`src/rtl/dmem_arbiter.sv`:
```
`default_nettype none
`ifndef WORD
`define WORD 64
`endif
// ----------------------------------------------------------------------------------------------
// dmem_arbiter: two-port (CPU / debug-loader) arbiter in front of data_mem, one access per 3 cycles.
// DMEM_ARB_RR_EN selects round-robin tie-break; otherwise port 0 has fixed priority.  Rev 1.0
// ----------------------------------------------------------------------------------------------
module dmem_arbiter #(
  parameter int WIDTH = `WORD
) (
  input  logic             clk,
  input  logic             rst,
  input  logic             p0_req,
  input  logic             p0_we,
  input  logic [WIDTH-1:0] p0_addr,
  input  logic [WIDTH-1:0] p0_wdata,
  output logic             p0_ack,
  output logic [WIDTH-1:0] p0_rdata,
  input  logic             p1_req,
  input  logic             p1_we,
  input  logic [WIDTH-1:0] p1_addr,
  input  logic [WIDTH-1:0] p1_wdata,
  output logic             p1_ack,
  output logic [WIDTH-1:0] p1_rdata,
  output logic             mem_MemRead,
  output logic             mem_MemWrite,
  output logic [WIDTH-1:0] mem_addr,
  output logic [WIDTH-1:0] mem_w_data,
  input  logic [WIDTH-1:0] mem_r_data,
  output logic             busy
);

  typedef enum logic [1:0] {
    S_IDLE   = 2'd0,
    S_ACCESS = 2'd1,
    S_RESP   = 2'd2
  } state_t;

  state_t             state_q;
  logic               gnt_q;
  logic               gnt_d;
  logic               p0_ack_q;
  logic               p1_ack_q;
  logic [WIDTH-1:0]   p0_rdata_q;
  logic [WIDTH-1:0]   p1_rdata_q;
  logic               mem_re_q;
  logic               mem_we_q;
  logic [WIDTH-1:0]   mem_addr_q;
  logic [WIDTH-1:0]   mem_wdata_q;
  logic               busy_q;

`ifdef DMEM_ARB_RR_EN
  logic               last_q;

  // On a tie the port that was not served last wins.
  always_comb begin
    if (p0_req && p1_req) gnt_d = ~last_q;
    else                  gnt_d = ~p0_req;
  end
`else
  always_comb gnt_d = ~p0_req;
`endif

  // The mem-side registers double as the latched request fields, so inputs may
  // change freely once the grant edge has passed.
  always_ff @(posedge clk) begin
    if (rst) begin
      state_q     <= S_IDLE;
      gnt_q       <= 1'b0;
      p0_ack_q    <= 1'b0;
      p1_ack_q    <= 1'b0;
      p0_rdata_q  <= '0;
      p1_rdata_q  <= '0;
      mem_re_q    <= 1'b0;
      mem_we_q    <= 1'b0;
      mem_addr_q  <= '0;
      mem_wdata_q <= '0;
      busy_q      <= 1'b0;
`ifdef DMEM_ARB_RR_EN
      last_q      <= 1'b1;
`endif
    end else begin
      case (state_q)
        S_IDLE: begin
          if (p0_req || p1_req) begin
            gnt_q       <= gnt_d;
            mem_addr_q  <= gnt_d ? p1_addr  : p0_addr;
            mem_wdata_q <= gnt_d ? p1_wdata : p0_wdata;
            mem_we_q    <= gnt_d ? p1_we    : p0_we;
            mem_re_q    <= gnt_d ? ~p1_we   : ~p0_we;
            busy_q      <= 1'b1;
            state_q     <= S_ACCESS;
`ifdef DMEM_ARB_RR_EN
            last_q      <= gnt_d;
`endif
          end
        end
        S_ACCESS: begin
          if (mem_re_q) begin
            if (gnt_q) p1_rdata_q <= mem_r_data;
            else       p0_rdata_q <= mem_r_data;
          end
          mem_re_q <= 1'b0;
          mem_we_q <= 1'b0;
          p0_ack_q <= ~gnt_q;
          p1_ack_q <= gnt_q;
          state_q  <= S_RESP;
        end
        S_RESP: begin
          p0_ack_q <= 1'b0;
          p1_ack_q <= 1'b0;
          busy_q   <= 1'b0;
          state_q  <= S_IDLE;
        end
        default: begin
          state_q <= S_IDLE;
        end
      endcase
    end
  end

  assign p0_ack       = p0_ack_q;
  assign p1_ack       = p1_ack_q;
  assign p0_rdata     = p0_rdata_q;
  assign p1_rdata     = p1_rdata_q;
  assign mem_MemRead  = mem_re_q;
  assign mem_MemWrite = mem_we_q;
  assign mem_addr     = mem_addr_q;
  assign mem_w_data   = mem_wdata_q;
  assign busy         = busy_q;

endmodule
`default_nettype wire
```
`config.mk`:
```
export PLATFORM = sky130hd
export DESIGN_NAME = dmem_arbiter
export DESIGN_NICKNAME = d
export VERILOG_FILES = /design/src/rtl/dmem_arbiter.sv
export SDC_FILE = /design/constraint.sdc
export NUM_CORES = 1
export LEC_CHECK = 0
export ABC_CLOCK_PERIOD_IN_PS = 1850
export CAP_MARGIN = 25
export CORE_AREA = 2 2 227 229
export DETAILED_ROUTE_END_ITERATION = 10
export DIE_AREA = 0 0 229 231
export SETUP_SLACK_MARGIN = 0.4
export SLEW_MARGIN = 10
export SYNTH_ARGS = -nofsm -noshare
export SYNTH_HDL_FRONTEND = slang
export SYNTH_SLANG_ARGS = --single-unit
```
`constraint.sdc`:
```
create_clock -name clk -period 1.85 [get_ports clk]
set_clock_uncertainty 0.2 [all_clocks]
set_input_delay 0.4625 -clock clk [delete_from_list [all_inputs] [get_ports clk]]
set_output_delay 0.4625 -clock clk [all_outputs]
set_load 0.01 [all_outputs]
```
# == Word-level counts from Yosys, hierarchy flattened ==
# Index checks and enable logic that the tools add are counted.
# word_totals
reg_bits,264
latch_bits,0
mem_bits_rw,0
romBits,0
input_bits,326
output_inout_bits,261
elab_cells,42
memories,0
# op_classes
add_sub_neg,0
n_mul,0
div,0
order_cmp,0
eq_ne,3
shifts,0
n_mux,14
bitwise_logic,4
n_reduce_logical,10
# ops
operator,n
two-way mux 64 bit,2
one-hot mux 1 bit (2 select lines),5
AND reduction 2 bit,3
AND reduction 3 bit,2
nonzero test 2 bit,3
two-way mux 1 bit,5
NOT 1 bit,4
one-hot mux 2 bit (2 select lines),1
"== test 2 x 1 -> 1 bit, second input constant",1
"== test 2 bit, second input constant",1
zero test 2 bit,1
two-way mux 2 bit,1
"inequality test 2 bit, second input constant",1
logical OR 1 bit,1

# == Logic depth before layout (Yosys ltp) ==
# depth
depth_word,4
ltp_mapped,8
ltp_nobuf,5

# == Least setup slack after synthesis ==
# Ideal clock, no wire load.
# synth_path
kind,in2reg
from,input p0_req
to,register mem_addr_q[52] (netlist: mem_addr[52])
setup_time_ns,0.146
arrival_time_ns,1.355
path_slack_ns,0.149
cell_stages,7
path_buffers,4
cell_sequence,buf_4 > o21a_1 > buf_4 > buf_6 > buf_2 > nor2_1 > a211oi_2
# synth_between
elab_chain_cells,2
word_cells_on_any_way,3
# synth_lines
item,line_no,source
start: declaration,14,"input logic p0_req,"
logical OR 1 bit,86,if (p0_req || p1_req) begin
AND reduction 2 bit (no line),-,
end signal: assignment,88,mem_addr_q <= gnt_d ? p1_addr : p0_addr;
end: declaration,49,logic [WIDTH-1:0] mem_addr_q;
# Several ways; a longest one is shown, not always the timed one.
# A chain may end at the register's enable or synchronous reset.

# == Final worst setup path ==
# layout_path
from,register state_q[1]
to,register mem_addr_q[4] (netlist: mem_addr[4])
# layout_between
elab_chain_cells,2
# layout_lines
item,line_no,source
start: declaration,40,state_t state_q;
start signal: assignment,69,state_q <= S_IDLE;
start signal: assignment,93,state_q <= S_ACCESS;
start signal: assignment,108,state_q <= S_RESP;
zero test 2 bit,84,case (state_q)
AND reduction 2 bit (no line),-,
# Every way passes these cells.

==> flow_metrics.py <==
metrics = {
    "final_layout": {
        "finalNetCount": 2164,
        "drive_above_1_share_pct": 46.90,
        "layout_commonest_cell": "clkdlybuf4s50_1",
        "final_design_area_no_fill_sq_mm": 0.02059,
        "final_cell_count_no_fill": 2542,
        "fin_util_pct": 40.62,
        "final_cell_mix": "clkdlybuf4s50_1 (323), nand2_1 (256), buf_6 (248)",
        "fill_cells": 5020,
        "syn2layout_area_growth_pct": 86.77,
    },
    "sta": {
        "setup_viol": 0,
        "fmax_ghz": 0.5714,
        "fin_crit_sh_pct": 94.60,
        "relSlewSlack_pct": 67.99,
        "setup_tns_ps": 0,
        "finalMaxSlewViolations": 0,
        "tightest_slew_ps": 480.2,
        "rsz0062_at_grt": "true",
        "hold_violations": 0,
        "fin_crit_ps": 1750,
    },
    "logic_synthesis": {
        "syn-instance-count": 1170,
        "ys_ff_latch": 264,
        "syn-num-nets": 1501,
        "yosysTopAreaCell": "dfxtp_1",
        "synth_top_area_share_pct": 47.95,
        "synth_area_per_cell_sq_um": 9.420,
        "ys_async_sr_fraction_pct": 0,
        "synth_area_sq_mm": 0.01102,
        "synth_ff_type": "dfxtp_1",
        "synth_warnings": 0,
        "seq_area_frac_synth_pct": 47.95,
        "synth_edf_count": 0,
        "synth_cell_types": 24,
        "yosys-top-cells-area": "dfxtp_1 (48%), a211oi_2 (14%), mux2i_1 (12%)",
    },
    "setup_path": {
        "crit_chain": "inv_4 > ha_4 > o21a_4 > buf_4 > buf_12 > buf_16 > nor2_1 > a211oi_2",
        "critPathCaptureType": "flip-flop",
        "crit_arrival_ps": 2040,
        "crit_buf_inv": 4,
        "path_max_fanout": 25,
        "cp_top_family": "buffers and inverters",
        "critPathSlowestCell": "dfxtp_4",
        "start_kind": "flip-flop",
        "crit_path_max_incr_delay_ps": 360,
        "crit_required_ps": 2140,
        "path_class": "reg -> reg",
    },
    "grt": {
        "first_global_vias": 10960,
        "grt_max_degree": 65,
        "overflow": 0,
        "grt.total_usage_pct": 16.08,
        "grt_pass1_wl_um": 66290,
        "antenna_found_initial": 10,
    },
    "detailed_routing": {
        "first_pass_iters": 4,
        "wire_per_inst_um": 18.28,
        "ant_nets": 0,
        "drtIter0Drc": 435,
        "num_vias": 10940,
        "drt-vias-per-instance": 4.304,
        "drt_wl_total_um": 46470,
        "drc": 0,
    },
    "hold_path": {
        "hold_path.class": "in -> reg",
    },
    "power": {
        "leakage_nw": 8.225,
        "fin_total_pwr_mw": 17.81,
        "ir_worst_vdd_uv": 679.7,
        "power_density_mw_per_mm2": 865.3,
    },
    "floorplan": {
        "core-area_sq_mm": 0.05068,
        "row_count": 83,
        "die_h_um": 231,
        "die_area_sq_mm": 0.05290,
        "io_pins": 587,
        "initial_core_util_pct": 21.75,
        "die_x_um": 229,
    },
    "flow_run": {
        "maxCapViolCount": 0,
    },
    "placed_design": {
        "dp.cells": 2405,
        "postPlaceCellArea_sq_mm": 0.01821,
        "dp_hpwl_um": 34430,
        "port_buffers": 586,
        "gp_congestion": 0.8742,
    },
    "cts": {
        "cts.clk_slew.worst_paths_ps": 60,
        "cts_buffers": 31,
        "clockRootBuffer": "clkbuf_16",
        "clock_latency_ps": 580,
        "cts-htree-levels": 1,
        "clkSinkCount": 264,
        "cts_tree": "done",
        "cts.path.max_buffers": 3,
    },
    "status": {
        "status": "completed",
    },
}
[state kept, by name, summed over array words and instances, names as in the netlist]
name / flops
mem_MemWrite: 1
mem_w_data: 64
p1_ack: 1
p1_rdata: 64
p0_ack: 1
busy: 1
p0_rdata: 64
state_q: 2
mem_MemRead: 1
mem_addr: 64
gnt_q: 1
[final timing paths]
| path | depth (start not counted) | slack, ps | start | end |
|---|---|---|---|---|
| max | 8 | 100 | state_q[1] | mem_addr[4] |
| min | 2 | 100 | rst | p0_rdata[0] |
| max reg2reg | 8 | 100 | state_q[1] | mem_addr[4] |
| min reg2reg | 2 | 260 | p1_rdata[60] | p1_rdata[60] |
[cells by family after synthesis]
group | Yosys count | share of synthesized area (%)
buf+inv | 102 | 5.029
simple gates | 402 | 14.08
fa+ha+maj | 5 | 0.5676
compound gates | 265 | 20.39
flops | 264 | 47.95
mux | 132 | 11.99
[timing repair]
item	CTS	global route
endpoints found under the hold margin	1	0
gates cloned	0	9
resized for setup	1156	450
setup buffers	13	52
pin swaps	0	6
hold buffers	1	0
setup endpoints to repair	522	522
[per-stage QoR]
stage,setup slack (ps),hold WS [ps]
final,99.93,96.75
after CTS,39.64,64.32
after floorplan,212.3,280.5
after detailed placement,-289.8,245.8
after global routing,16.74,98.07
after global placement,-227.8,241.0
[worst reg2reg max path: cells and delay by family (launching register included)]
family | cells | cell delay [ps]
DFF | 1 | 360
AOI/OAI and AO/OA | 2 | 330
buffers and inverters | 4 | 540
adders and majority gates | 1 | 160
and+or+nand+nor | 1 | 80
[area by class of cell]
type                            count  area (sq um)  share of cell area (%)
Antenna cell                        5         12.51                 0.06078
Clock buffer                       47         935.9                   4.546
Clock inverter                     10         145.1                  0.7050
Inverter                            2         12.51                 0.06078
Multi-Input combinational cell    804          5333                   25.90
Sequential cell                   264          5619                   27.30
Tap cell                          680         850.8                   4.133
Timing Repair Buffer              730          7677                   37.29
[cells in the mapped netlist (all sizes together) (2+ instances only)]
cell type,instances
a21oi,132
clkbuf,34
dfxtp,264
buf,66
nand3b,3
nor2,135
nand2,256
a211oi,129
mux2i,132
ha,5
o21ai,3
inv,2
nand2b,2
[routing by layer]
metal | GRT usage (%) | share of wire (%) | up-vias
met5 | 0 | 0.032 | -
met4 | 4.667 | 2.4 | 2
met3 | 5.756 | 8.9 | 62
met2 | 28.36 | 50 | 411
met1 | 18.17 | 39 | 5120
li1 | - | - | 5345
[where the power goes]
part           switching [mW]  total (mW)  internal, mW  leakage (nW)
Combinational            2.04        4.78          2.73          5.43
Clock                    2.51        6.40          3.90         0.529
Sequential              0.366        6.63          6.26          2.27
Total                    4.92        17.8          12.9          8.22
(Power assumes the default switching activity.)
